==> config.mk <==
export PLATFORM = sky130hd
export DESIGN_NAME = io_handler_multi
export DESIGN_NICKNAME = d
export VERILOG_FILES = /design/src/rtl/io_handler_multi.sv
export SDC_FILE = /design/constraint.sdc
export NUM_CORES = 1
export LEC_CHECK = 0
export CAP_MARGIN = 40
export CORE_UTILIZATION = 47
export DETAILED_ROUTE_END_ITERATION = 12
export GPL_TIMING_DRIVEN = 0
export HOLD_SLACK_MARGIN = 0.06
export PLACE_DENSITY = 0.79
export SYNTH_ARGS = -nofsm -noshare
export SYNTH_HDL_FRONTEND = slang
export SYNTH_SLANG_ARGS = --single-unit
==> constraint.sdc <==
create_clock -name sys_clk -period 3.2 [get_ports sys_clk]
set_input_delay 0.64 -clock sys_clk [delete_from_list [all_inputs] [get_ports sys_clk]]
set_output_delay 0.64 -clock sys_clk [all_outputs]
set_load 0.02 [all_outputs]
==> src/rtl/io_handler_multi.sv <==
// io_handler_multi: front-panel I/O block.
// Debounces the reset and mode buttons, keeps a wrapping mode index with one-hot
// LED drive, and pulse-stretches NUM_COMM_CH activity strobes onto LEDs.
// Optional feature macro: IO_LONG_PRESS_EN moves the mode action to button release
// (short press = next mode, long press = previous mode).
module io_handler_multi #(
    parameter int SYS_FREQ_HZ          = 12_000_000,
    parameter int DEBOUNCE_DURATION_US = 1,
    parameter int BUTTONS_ACTIVE_LOW   = 1,
    parameter int NUM_MODES            = 4,
    parameter int MODE_WIDTH           = 2,
    parameter int NUM_COMM_CH          = 2,
    parameter int COMM_LED_HOLD_US     = 10,
    parameter int LONG_PRESS_US        = 5
) (
    input  logic                   sys_clk,
    input  logic                   rst,
    input  logic                   rst_btn,
    input  logic                   mode_select_btn,
    input  logic [NUM_COMM_CH-1:0] comm_active,
    output logic                   debounced_rst,
    output logic [MODE_WIDTH-1:0]  mode_select,
    output logic [NUM_MODES-1:0]   mode_leds,
    output logic                   mode_changed,
    output logic [NUM_COMM_CH-1:0] comm_active_leds
);

    localparam int CYC_PER_US  = SYS_FREQ_HZ / 1_000_000;
    localparam int DB_CYCLES   = CYC_PER_US * DEBOUNCE_DURATION_US;
    localparam int HOLD_CYCLES = CYC_PER_US * COMM_LED_HOLD_US;
    localparam int DB_CNT_W    = $clog2(DB_CYCLES) + 1;
    localparam int HOLD_CNT_W  = $clog2(HOLD_CYCLES) + 1;

    localparam logic [DB_CNT_W-1:0]   DB_LAST   = DB_CNT_W'(DB_CYCLES - 1);
    localparam logic [HOLD_CNT_W-1:0] HOLD_LOAD = HOLD_CNT_W'(HOLD_CYCLES);
    localparam logic [MODE_WIDTH-1:0] MODE_MAX  = MODE_WIDTH'(NUM_MODES - 1);
    localparam logic [NUM_MODES-1:0]  LEDS_MODE0 = {{(NUM_MODES-1){1'b0}}, 1'b1};

    // Button slot indices inside the shared debounce vectors.
    localparam int BTN_RST  = 0;
    localparam int BTN_MODE = 1;

    // Reject configurations the counters and mode index cannot represent.
    if (DB_CYCLES < 1) begin : g_bad_db
        $error("io_handler_multi: debounce time must be at least one clock cycle");
    end
    if (NUM_MODES < 2) begin : g_bad_modes_min
        $error("io_handler_multi: NUM_MODES must be at least 2");
    end
    if (NUM_MODES > (2 ** MODE_WIDTH)) begin : g_bad_modes_width
        $error("io_handler_multi: NUM_MODES does not fit in MODE_WIDTH bits");
    end

`ifdef IO_LONG_PRESS_EN
    localparam int LONG_CYCLES = CYC_PER_US * LONG_PRESS_US;
    localparam int LONG_CNT_W  = $clog2(LONG_CYCLES) + 1;
    localparam logic [LONG_CNT_W-1:0] LONG_SAT = LONG_CNT_W'(LONG_CYCLES);
`else
    if (LONG_PRESS_US < 0) begin : g_bad_long
        $error("io_handler_multi: LONG_PRESS_US must not be negative");
    end
`endif

    typedef enum logic {
        ST_IDLE = 1'b0,
        ST_HELD = 1'b1
    } mode_state_t;

    // Binary mode index to one-hot LED pattern.
    function automatic logic [NUM_MODES-1:0] mode_onehot(input logic [MODE_WIDTH-1:0] m);
        logic [NUM_MODES-1:0] r;
        for (int i = 0; i < NUM_MODES; i++) begin
            r[i] = (m == MODE_WIDTH'(i));
        end
        return r;
    endfunction

    // Next mode with wrap from the last mode back to 0.
    function automatic logic [MODE_WIDTH-1:0] mode_inc(input logic [MODE_WIDTH-1:0] m);
        if (m >= MODE_MAX) begin
            return {MODE_WIDTH{1'b0}};
        end else begin
            return m + 1'b1;
        end
    endfunction

`ifdef IO_LONG_PRESS_EN
    // Previous mode with wrap from 0 to the last mode.
    function automatic logic [MODE_WIDTH-1:0] mode_dec(input logic [MODE_WIDTH-1:0] m);
        if (m == {MODE_WIDTH{1'b0}}) begin
            return MODE_MAX;
        end else begin
            return m - 1'b1;
        end
    endfunction
`endif

    logic [1:0]            btn_raw_s;
    logic [1:0]            btn_norm_s;
    logic [1:0]            sync1_r;
    logic [1:0]            sync2_r;
    logic [1:0]            stable_r;
    logic [DB_CNT_W-1:0]   db_cnt_r [2];
    logic                  debounced_rst_r;

    mode_state_t           state_r;
    mode_state_t           state_s;
    logic [MODE_WIDTH-1:0] mode_select_r;
    logic [MODE_WIDTH-1:0] mode_next_s;
    logic [NUM_MODES-1:0]  mode_leds_r;
    logic                  mode_changed_r;
    logic                  changed_next_s;
    logic                  mode_stable_s;

    logic [HOLD_CNT_W-1:0]  hold_cnt_r [NUM_COMM_CH];
    logic [NUM_COMM_CH-1:0] comm_leds_r;

`ifdef IO_LONG_PRESS_EN
    logic [LONG_CNT_W-1:0] long_cnt_r;
`endif

    // Normalise both buttons so that 1 always means pressed.
    assign btn_raw_s  = {mode_select_btn, rst_btn};
    assign btn_norm_s = (BUTTONS_ACTIVE_LOW != 0) ? ~btn_raw_s : btn_raw_s;
    assign mode_stable_s = stable_r[BTN_MODE];

    // Two-flop synchroniser and debounce counter for each button.
    always_ff @(posedge sys_clk) begin
        if (rst) begin
            sync1_r  <= 2'b00;
            sync2_r  <= 2'b00;
            stable_r <= 2'b00;
            for (int b = 0; b < 2; b++) begin
                db_cnt_r[b] <= {DB_CNT_W{1'b0}};
            end
        end else begin
            sync1_r <= btn_norm_s;
            sync2_r <= sync1_r;
            for (int b = 0; b < 2; b++) begin
                if (sync2_r[b] != stable_r[b]) begin
                    if (db_cnt_r[b] == DB_LAST) begin
                        stable_r[b] <= ~stable_r[b];
                        db_cnt_r[b] <= {DB_CNT_W{1'b0}};
                    end else begin
                        db_cnt_r[b] <= db_cnt_r[b] + 1'b1;
                    end
                end else begin
                    db_cnt_r[b] <= {DB_CNT_W{1'b0}};
                end
            end
        end
    end

    // Registered copy of the debounced reset button for the reset tree.
    always_ff @(posedge sys_clk) begin
        if (rst) begin
            debounced_rst_r <= 1'b0;
        end else begin
            debounced_rst_r <= stable_r[BTN_RST];
        end
    end

    // Mode FSM next-state and mode update decisions.
    always_comb begin
        state_s        = state_r;
        mode_next_s    = mode_select_r;
        changed_next_s = 1'b0;
        case (state_r)
            ST_IDLE: begin
                if (mode_stable_s) begin
                    state_s = ST_HELD;
`ifndef IO_LONG_PRESS_EN
                    mode_next_s    = mode_inc(mode_select_r);
                    changed_next_s = 1'b1;
`endif
                end else begin
                    state_s = ST_IDLE;
                end
            end
            ST_HELD: begin
                if (!mode_stable_s) begin
                    state_s = ST_IDLE;
`ifdef IO_LONG_PRESS_EN
                    if (long_cnt_r < LONG_SAT) begin
                        mode_next_s = mode_inc(mode_select_r);
                    end else begin
                        mode_next_s = mode_dec(mode_select_r);
                    end
                    changed_next_s = 1'b1;
`endif
                end else begin
                    state_s = ST_HELD;
                end
            end
            default: begin
                state_s = ST_IDLE;
            end
        endcase
    end

    // Mode FSM state plus registered mode index, LEDs and change pulse.
    always_ff @(posedge sys_clk) begin
        if (rst) begin
            state_r        <= ST_IDLE;
            mode_select_r  <= {MODE_WIDTH{1'b0}};
            mode_leds_r    <= LEDS_MODE0;
            mode_changed_r <= 1'b0;
        end else begin
            state_r        <= state_s;
            mode_select_r  <= mode_next_s;
            mode_leds_r    <= mode_onehot(mode_next_s);
            mode_changed_r <= changed_next_s;
        end
    end

`ifdef IO_LONG_PRESS_EN
    // Hold-time counter: cleared while released, saturates at the long-press threshold.
    always_ff @(posedge sys_clk) begin
        if (rst) begin
            long_cnt_r <= {LONG_CNT_W{1'b0}};
        end else if (state_r == ST_IDLE) begin
            long_cnt_r <= {LONG_CNT_W{1'b0}};
        end else if (mode_stable_s && (long_cnt_r < LONG_SAT)) begin
            long_cnt_r <= long_cnt_r + 1'b1;
        end else begin
            long_cnt_r <= long_cnt_r;
        end
    end
`endif

    // Per-channel activity stretcher; a new strobe reloads the full hold time.
    always_ff @(posedge sys_clk) begin
        if (rst) begin
            comm_leds_r <= {NUM_COMM_CH{1'b0}};
            for (int i = 0; i < NUM_COMM_CH; i++) begin
                hold_cnt_r[i] <= {HOLD_CNT_W{1'b0}};
            end
        end else begin
            for (int i = 0; i < NUM_COMM_CH; i++) begin
                if (comm_active[i]) begin
                    hold_cnt_r[i]  <= HOLD_LOAD;
                    comm_leds_r[i] <= 1'b1;
                end else if (hold_cnt_r[i] != {HOLD_CNT_W{1'b0}}) begin
                    hold_cnt_r[i]  <= hold_cnt_r[i] - 1'b1;
                    comm_leds_r[i] <= 1'b1;
                end else begin
                    hold_cnt_r[i]  <= hold_cnt_r[i];
                    comm_leds_r[i] <= 1'b0;
                end
            end
        end
    end

    assign debounced_rst    = debounced_rst_r;
    assign mode_select      = mode_select_r;
    assign mode_leds        = mode_leds_r;
    assign mode_changed     = mode_changed_r;
    assign comm_active_leds = comm_leds_r;

endmodule
# Word level (Yosys, flattened, before mapping)
# Memories as Yosys holds them, arrays and structs flattened.
# Cells that the tools add are included.
[totals] reg_bits=17 wordCells=110 out_inout_bits=10 mem_count=2 input_bits=6 ram_bits=26
[mem_list] memory="hold_cnt_r" depth=2 width=8 rd=2 rd_clocked_by_memory_dff=0 wr=2 line_no="115" rtl="logic [HOLD_CNT_W-1:0] hold_cnt_r [NUM_COMM_CH];"
[mem_list] memory="db_cnt_r" depth=2 width=5 rd=2 rd_clocked_by_memory_dff=0 wr=2 line_no="103" rtl="logic [DB_CNT_W-1:0] db_cnt_r [2];"
[op_classes] n_reduce_logical=6 eq_ne=7 n_mux=64 bitwise=15 n_addsub=5 order_cmp=1
[op_table] operator="1-bit 2-to-1 mux" count=49
[op_table] operator="8-bit 2-to-1 mux" count=6
[op_table] operator="5-bit 2-to-1 mux" count=6
[op_table] operator="8-bit nonzero test" count=2
[op_table] operator="8-bit by 1-bit subtractor with 8-bit output, second input constant" count=2
[op_table] operator="1-bit OR" count=12
[op_table] operator="5-bit by 1-bit adder with 5-bit output, second input constant" count=2
[op_table] operator="5-bit by 4-bit == test with 1-bit output, second input constant" count=2
[op_table] operator="2-bit 2-to-1 mux" count=3
[op_table] operator="2-bit == test, second input constant" count=2
[op_table] operator="2-bit AND reduction" count=2
[op_table] operator="2-bit by 1-bit adder with 2-bit output, second input constant" count=1
[op_table] operator="2-bit by 1-bit == test with 1-bit output, second input constant" count=1
[op_table] operator="2-bit greater-or-equal comparator, second input constant" count=1
[op_table] operator="2-bit zero test" count=1
[op_table] operator="1-bit != test" count=2
[op_table] operator="1-bit NOT" count=2
[op_table] operator="2-bit NOT" count=1
[op_table] operator="2-bit OR reduction" count=1

# Logic depth before layout (Yosys ltp)
# Gate-level depths: netlist (run 1).
[depth] word_depth=8 mapped_depth=5 ltp_nobuf=5

# Worst setup path before layout (run 1)
# No wires, ideal clock.
[synth_path] path_type="register to register" startpoint="mem hold_cnt_r[1][2] in the netlist's numbering" endpoint="mem hold_cnt_r[1][0] in the netlist's numbering, enable pin" arrival_ns=1.477 period_less_slack_ns=1.777 required_time_ns=2.900 path_stages_with_launch=4 n_path_buf=0 setup_slack_ns=1.423 setup_ns=0.300 cell_sequence="edfxtp_1 -> or4_4 -> nor4b_2 -> nand2_1"
[synth_rtl] item="start, declared" line_no="115"

==> run summary, run 1 <==
TritonRoute pass-1 iters: 4
root buffer cell: clkbuf_8
Synth Register Bits: 43
Setup Skew: 0.006676 ns
Starting Density: 48.80%
setup bufs post-CTS: 0
MaxCap Viol Count: 0
Worst Setup Slack, final: 1.193 ns
Worst setup EP type: flop
first-pass GRT wire length: 5.106 mm
Mean Syn Cell Area: 11.55 um2
worst hold slack: 0.4392 ns
Yosys warnings: 0
TritonCTS Buffers: 5
Cell Int Power: 869.7 uW
achievable frequency: 498.2 MHz
initial drt markers: 40
register area share after synthesis: 57.44%
pre-CTS setup slack: 1.219 ns
Total GRT Usage: 15.89%
Die W: 66.45 um
die height: 66.45 um
crit path DAT: 1.98 ns
vias: 1,257
maximum vdd drop: 362.3 uV
pwr dens: 518.6 nW/um2
NetSw: 302.2 uW
Seq pwr share: 57.5%
initial antenna violation count: 0
Tcrit/Tclk final: 62.72%
clock network power share: 28.1%
grt ovf: 0
CTS Hold Buffers Added: 0
Max H-tree Level: 2
HPWL after detailed placement: 2.204 mm
area added between synthesis and finish: 15.77%
Clock Path Buffers: 2
largest net degree at the start of global routing: 13
final-report setup violation count: 0
Max Slew Vio Count: 0
Setup CP Type: reg -> reg
CTS clock-pin slew for the worst setup and hold paths: 0.08 ns
post-route cell area: 2260 um2
layout cell share with drive strength beyond 1: 6.533%
final hold violation count: 0
area of the core: 4000 um2
die area: 4415 um2
HP Class: reg -> reg
switch share: 25.79%
Fin Setup TNS: 0 ns
I/O Buffers: 13
TritonCTS Sinks: 43
RSZ-0062 raised after global routing: no
critical path peak fanout: 8
relative slew slack: 57.16%
final worst path period need: 2.007 ns
Critical Path RT: 3.18 ns
WL/cell: 12.50 um
DRT antenna net count: 0
Remaining DRCs: 0
final std cells w/o fill: 249
# resized after CTS: 0
Mapped Cells: 169
type of origin of the critical path: flop
DP Area: 2178 um2
clock latency on the worst-skew pair: 0.29 ns
via/cell ratio: 5.048
final WL: 3.113 mm
synth unique cells: 35
CTS tree: built
Combinational Power Share: 14.3%
status: complete, no violations
Post-Place Cells: 241
Ports: 16
Least-Margin Pin Slew: 0.6367 ns
number of global-route vias before repair: 1,190
leakage: 0.8530 nW
diode count: 0
Rows: 23
Mapped Area: 1952 um2
final RePlAce weighted congestion: 0.7828
NumNets Final: 211
[area by class of cell]
class	instances	area, um2
Buffer	5	18.77
Clock buffer	7	76.32
Multi-Input combinational cell	121	812.0
Sequential cell	43	1121
Clock inverter	1	5.005
Inverter	9	33.78
Tap cell	50	62.56
Timing Repair Buffer	13	130.1
Fill cell	335	1740
[through the flow]
stage                     power (mW)  utilization [%]
after detailed placement      0.8527            54.46
after CTS                      1.180            56.49
final                          1.172            56.49
after floorplan               0.8113                -
after global routing           1.232            56.49
after global placement        0.8479            54.46
[synth_stat cells, drive strengths merged]
library cell | count | share of area (%)
a2111oi | 1 | 0.77
a211oi | 1 | 0.38
a21o | 1 | 0.38
a21oi | 5 | 1.3
a31oi | 4 | 1.3
a41o | 1 | 0.51
and3 | 1 | 0.32
and3b | 2 | 0.90
and4 | 2 | 0.90
buf | 2 | 0.38
clkbuf | 3 | 0.58
conb | 1 | 0.19
dfxtp | 17 | 17
edfxtp | 26 | 40
ha | 7 | 4.5
inv | 9 | 1.7
mux2i | 6 | 3.1
nand2 | 5 | 0.96
nand3 | 4 | 1.0
nand3b | 1 | 0.38
nor2 | 21 | 4.0
nor2b | 7 | 2.2
nor3 | 8 | 2.1
nor3b | 4 | 1.5
nor4 | 5 | 1.9
nor4b | 1 | 0.77
nor4bb | 2 | 1.0
o21ai | 2 | 0.51
o31ai | 1 | 0.38
or3 | 2 | 0.64
or3b | 2 | 0.90
or4 | 2 | 1.2
xnor2 | 9 | 4.0
xor2 | 4 | 1.8
[registers in the layout, indices dropped and copies added (netlist names)]
signal            count
sync1_r               2
state_r               1
hold_cnt_r           16
comm_active_leds      2
mode_leds             4
mode_changed          1
stable_r              2
mode_select           2
db_cnt_r             10
debounced_rst         1
sync2_r               2
[cell families after synthesis]
family / share of synthesized area, %
other: 0.1921
muxes: 3.077
DFF: 57.44
adders and majority gates: 4.487
AOI/OAI and AO/OA: 5.513
and+or+nand+nor: 20.77
xor gates and xnor gates: 5.833
buffers and inverters: 2.692
[worst max-delay path, stage by stage (launching register included)]
cell and delay (ns):
edfxtp_1 0.47, nor4_1 0.61, and3_1 0.35, nand2_1 0.26
[power groups by stage]
stage | combinational (mW) | clock (mW) | sequential [mW]
after CTS | 0.168 | 0.338 | 0.674
after global placement | 0.163 | 0 | 0.685
final | 0.168 | 0.330 | 0.674
after global routing | 0.189 | 0.362 | 0.681
after detailed placement | 0.166 | 0 | 0.687
after floorplan | 0.131 | 0 | 0.680
[routing by layer]
| layer | up-vias | GRT usage [%] | share of wire (%) |
|---|---|---|---|
| li1 | 653 | - | - |
| met1 | 582 | 18.98 | 47 |
| met2 | 18 | 26.53 | 48 |
| met3 | 4 | 5.000 | 3.1 |
| met4 | 0 | 6.117 | 1.6 |
| met5 | - | 0 | 0 |
[path summary, 6_finish.rpt]
kind / from / end / slack [ns] / depth (start not counted)
worst max register to register: hold_cnt_r[0][2] / hold_cnt_r[0][5] / 1.19 / 3
worst max-delay path: hold_cnt_r[0][2] / hold_cnt_r[0][5] / 1.19 / 3
worst min register to register: sync1_r[1] / sync2_r[1] / 0.44 / 1
worst min-delay path: sync1_r[1] / sync2_r[1] / 0.44 / 1
[cell usage in the layout (no fill, tap or decap), drive strengths merged, types with 8 or more instances in the layout]
| cell | netlist | layout |
|---|---|---|
| clkdlybuf4s50 | 0 | 13 |
| dfxtp | 17 | 17 |
| nor2 | 21 | 21 |
| conb | 1 | 10 |
| clkbuf | 3 | 10 |
| nor3 | 8 | 8 |
| edfxtp | 26 | 26 |
| inv | 9 | 9 |
| xnor2 | 9 | 9 |
No activity file was read; power rests on OpenSTA's default activity.
==> inputs of run 2 (changes only) <==
- clock period: 3.2 -> 1.85 ns (I/O delays scaled with it)
==> run 2 against run 1 <==
Sequential share of layout area fell by 0.73 points; via count is 1.4% higher; clock skew hardly changed; setup slack worse by 1.1 ns; fmax rose by 11%; routed wire length shrank 1.3%; worst hold slack worse by 0.00069 ns; first-iteration DRC count grew 25%; cell count did not move; die area unchanged; count of clock-buffer cells in the layout stayed put; largest power group unchanged; utilization up 0.84 points; largest cell class unchanged.
==> run summary, run 2 (synthesized netlist as in run 1, its figures left out) <==
achievable frequency: 553.4 MHz
Starting Density: 48.80%
root buffer cell: clkbuf_8
Worst Setup SP: hold_cnt_r[1][2]
post-route cell area: 2293 um2
min-delay src: sync1_r[1]
CTS Hold Buffers Added: 0
final worst path period need: 1.807 ns
final RePlAce weighted congestion: 0.7828
MaxCap Viol Count: 0
initial antenna violation count: 0
TritonCTS Buffers: 5
final-report setup violation count: 0
maximum vdd drop: 618.6 uV
DRT antenna net count: 0
Worst setup EP type: flop
Critical Path RT: 1.88 ns
Seq pwr share: 57.5%
total power draw: 2.048 mW
Max Slew Vio Count: 0
Combinational Power Share: 14.9%
largest net degree at the start of global routing: 13
number of global-route vias before repair: 1,200
NumNets Final: 211
critical path peak fanout: 8
CTS clock-pin slew for the worst setup and hold paths: 0.08 ns
WL/cell: 12.35 um
HPWL after detailed placement: 2.204 mm
Clock Path Buffers: 2
crit-path cells: or4_4 -> nor4b_4 -> nand2_4
Max stage delay on crit path: 0.62 ns
clock latency on the worst-skew pair: 0.29 ns
Setup Skew: 0.006991 ns
clock network power share: 27.7%
final hold violation count: 0
Rows: 23
die height: 66.45 um
HP Class: reg -> reg
final std cells w/o fill: 249
pwr dens: 892.9 nW/um2
die area: 4415 um2
I/O Buffers: 13
Cell Int Power: 1.515 mW
diode count: 0
Least-Margin Pin Slew: 0.5138 ns
Fin Setup TNS: 0 ns
CTS tree: built
crit path DAT: 1.84 ns
R2R setup slack: 0.04 ns
Tcrit/Tclk final: 97.68%
Ports: 16
final WL: 3.074 mm
area added between synthesis and finish: 17.50%
slowest library cell on the worst path: or4_4
NetSw: 533.1 uW
Remaining DRCs: 0
status: complete, no violations
Total GRT Usage: 15.97%
TritonCTS Sinks: 43
via/cell ratio: 5.120
layout cell share with drive strength beyond 1: 8.040%
vias: 1,275
TritonRoute pass-1 iters: 4
area of the core: 4000 um2
Post-Place Cells: 241
Max H-tree Level: 2
most frequent cells in the layout: edfxtp_1, nor2_1, dfxtp_1
r2r startpoint: hold_cnt_r[1][2]
DP Area: 2178 um2
type of origin of the critical path: flop
Worst Setup Slack, final: 0.04285 ns
grt ovf: 0
initial drt markers: 50
Setup CP Type: reg -> reg
post-layout util: 57.34%
Die W: 66.45 um
relative slew slack: 65.75%
pre-CTS setup slack: -0.1306 ns
first-pass GRT wire length: 5.119 mm
commonest non-fill, non-tap cell in the layout: edfxtp_1
max reg flops: 16
switch share: 26.03%
Reg with most FFs: hold_cnt_r
leakage: 0.8735 nW
worst hold slack: 0.4386 ns
==> run 2: cell counts in the layout (fill, tap and decap cells not counted) <==
No cell type changed its count.
==> run 2: path summary, 6_finish.rpt <==
check	to	cells past startpoint
setup reg to reg	hold_cnt_r[1][6]	3
setup / recovery	hold_cnt_r[1][6]	3
hold reg to reg	sync2_r[1]	1
hold / removal	sync2_r[1]	1
==> run 2: repair_timing <==
action                                 in CTS  in global routing
setup endpoints to repair                  16                 16
buffers inserted                            0                  0
pin swaps                                   1                  0
gates resized for setup                     3                  3
endpoints found under the hold margin       0                  0
==> run 2: final cells by class <==
type / instances / area (um2)
repair buffers: 13 / 130.1
plain buffers: 5 / 18.77
clock buffers: 7 / 76.32
fillers: 330 / 1707
well taps: 50 / 62.56
inverters: 9 / 33.78
flip-flops and latches: 43 / 1121
clock inverters: 1 / 5.005
multi-input cells: 121 / 845.8
==> run 2: layer usage <==
metal	global-route usage (%)	vias to the layer above	wire length, um
met2	26.53	16	1487
met5	0	-	0
met1	18.98	595	1429
met4	6.649	0	50
li1	-	660	-
met3	5.000	4	106
==> run 2: critical path, delay by kind of cell (launching register included) <==
family / cells / cell delay [ns]
flops: 1 / 0.47
simple gates: 3 / 1.09
==> run 2: power groups by stage <==
stage / Clock, mW / Sequential, mW / Combinational, mW
after CTS: 0.585 / 1.17 / 0.299
after global routing: 0.625 / 1.19 / 0.342
final: 0.566 / 1.18 / 0.304
after detailed placement: 0 / 1.19 / 0.287
after global placement: 0 / 1.18 / 0.282
after floorplan: 0 / 1.18 / 0.227
==> inputs of run 3 (changes only) <==
- CORE_MARGIN: unset -> 5
==> run 3 against run 2 <==
Clock skew fell by 0.00059 ns; flip-flop and latch count did not move; cell count rose by 0.40%; total power rose by 8.0%; first-iteration DRC count rose by 72%; critical path depth did not move; combinational power rose by 4%; critical path type unchanged; largest power group unchanged.
==> run summary, run 3 (synthesized netlist as in run 1, its figures left out) <==
status: complete, no violations
Filler cells: 334
commonest non-fill, non-tap cell in the layout: edfxtp_1
vias: 1,331
worst hold slack: 0.4465 ns
Fin Setup TNS: 0 ns
GR Util met2: 21.76%
final-report setup violation count: 0
post-layout util: 58.18%
Rows: 23
Critical Path RT: 1.89 ns
FF-to-FF path depth: 3
switch share: 25.41%
Least-Margin Pin Slew: 0.5433 ns
min-delay src: sync1_r[1]
initial antenna violation count: 0
Setup CP Type: reg -> reg
MaxCap Viol Count: 0
Clock Path Buffers: 2
HPWL after detailed placement: 2.462 mm
WL/cell: 13.55 um
Tcrit/Tclk final: 95.61%
most frequent cells in the layout: edfxtp_1, nor2_1, dfxtp_1
r2r startpoint: hold_cnt_r[1][2]
Combinational Power Share: 14.4%
type of origin of the critical path: flop
Cell Int Power: 1.649 mW
Setup Skew: 0.006402 ns
TritonCTS Sinks: 43
sequential cell area: 1121 um2
via/cell ratio: 5.324
grt ovf: 0
total power draw: 2.211 mW
DRT antenna net count: 0
die height: 74.45 um
final WL: 3.387 mm
clock network power share: 32.4%
number of global-route vias before repair: 1,331
relative slew slack: 63.78%
GR met3 Demand/Resource: 4.595%
Post-Place Cells: 241
Ports: 16
DP Area: 2178 um2
initial drt markers: 86
TritonCTS Buffers: 5
Die W: 74.45 um
Max Slew Vio Count: 0
pwr dens: 950.0 nW/um2
Most Crowded Layer GR: met2
final hold violation count: 0
Worst setup EP type: flop
Seq pwr share: 53.3%
achievable frequency: 565.4 MHz
RSZ-0062 raised after global routing: no
CTS clock-pin slew for the worst setup and hold paths: 0.09 ns
final RePlAce weighted congestion: 0.7953
Reg with most FFs: hold_cnt_r
pre-CTS setup slack: -0.1606 ns
NumNets Final: 212
layout cell share with drive strength beyond 1: 9.000%
Starting Density: 48.80%
multi-input logic area: 845.8 um2
max reg flops: 16
clock latency on the worst-skew pair: 0.30 ns
FF-to-FF End: hold_cnt_r[1][2]
diode count: 0
TritonRoute pass-1 iters: 4
NetSw: 561.8 uW
area of the core: 4000 um2
I/O Buffers: 13
grt met1 use: 17.92%
final std cells w/o fill: 250
die area: 5542 um2
crit path DAT: 1.81 ns
Worst Setup Slack, final: 0.08128 ns
Remaining DRCs: 0
critical path peak fanout: 8
largest net degree at the start of global routing: 14
leakage: 0.8921 nW
crit path to: hold_cnt_r[1][2]
CTS tree: built
maximum vdd drop: 644.9 uV
Worst Setup SP: hold_cnt_r[1][2]
CTS Hold Buffers Added: 0
Total GRT Usage: 13.74%
HP Class: reg -> reg
post-route cell area: 2327 um2
Max H-tree Level: 2
first-pass GRT wire length: 5.754 mm
area added between synthesis and finish: 19.23%
final worst path period need: 1.769 ns
root buffer cell: clkbuf_8
R2R setup slack: 0.08 ns
[run 3: changes by cell type in the layout (fill, tap and decap cells not counted), sizes merged]
cell    delta
clkbuf     -2
buf        +1
bufinv     +1
clkinv     +1
[run 3: layout make-up]
class,instances,area share [%]
inverters,9,1.452
multi-input cells,121,36.34
clock buffers,5,2.957
well taps,50,2.688
repair buffers,14,5.914
plain buffers,5,0.8065
flip-flops and latches,43,48.17
clock inverters,3,1.667
[run 3: timing repair]
item                                    in CTS  in global routing
setup buffers                                0                  1
pin swaps                                    1                  0
endpoints found under the setup margin      16                 16
gates resized for setup                      4                  2
[run 3: power groups by stage]
stage | clock network (mW) | registers [mW] | logic, mW
2_1_floorplan | 0 | 1.18 | 0.227
3_3_place_gp | 0 | 1.18 | 0.283
3_5_place_dp | 0 | 1.19 | 0.293
4_1_cts | 0.733 | 1.18 | 0.307
5_1_grt | 0.784 | 1.19 | 0.358
6_report | 0.716 | 1.18 | 0.317
[run 3: critical path, cell delays in order (launching register included)]
cell,delay [ns]
edfxtp_1,0.45
or4_4,0.61
nor4b_4,0.31
nand2_4,0.15
[run 3: worst min-delay path by stage]
| stage | end | slack (ns) | cells past startpoint |
|---|---|---|---|
| after global routing | sync2_r[0] | 0.47 | 1 |
| after detailed placement | sync2_r[0] | 0.43 | 1 |
| after global placement | sync2_r[1] | 0.42 | 1 |
| after CTS | sync2_r[0] | 0.45 | 1 |
| after floorplan | sync2_r[0] | 0.41 | 1 |
| final | sync2_r[1] | 0.45 | 1 |
[run 3: layer usage]
metal,routed length [um],up-vias
met5,0,-
met4,40,0
met3,142,8
met2,1658,26
met1,1546,640
li1,-,657
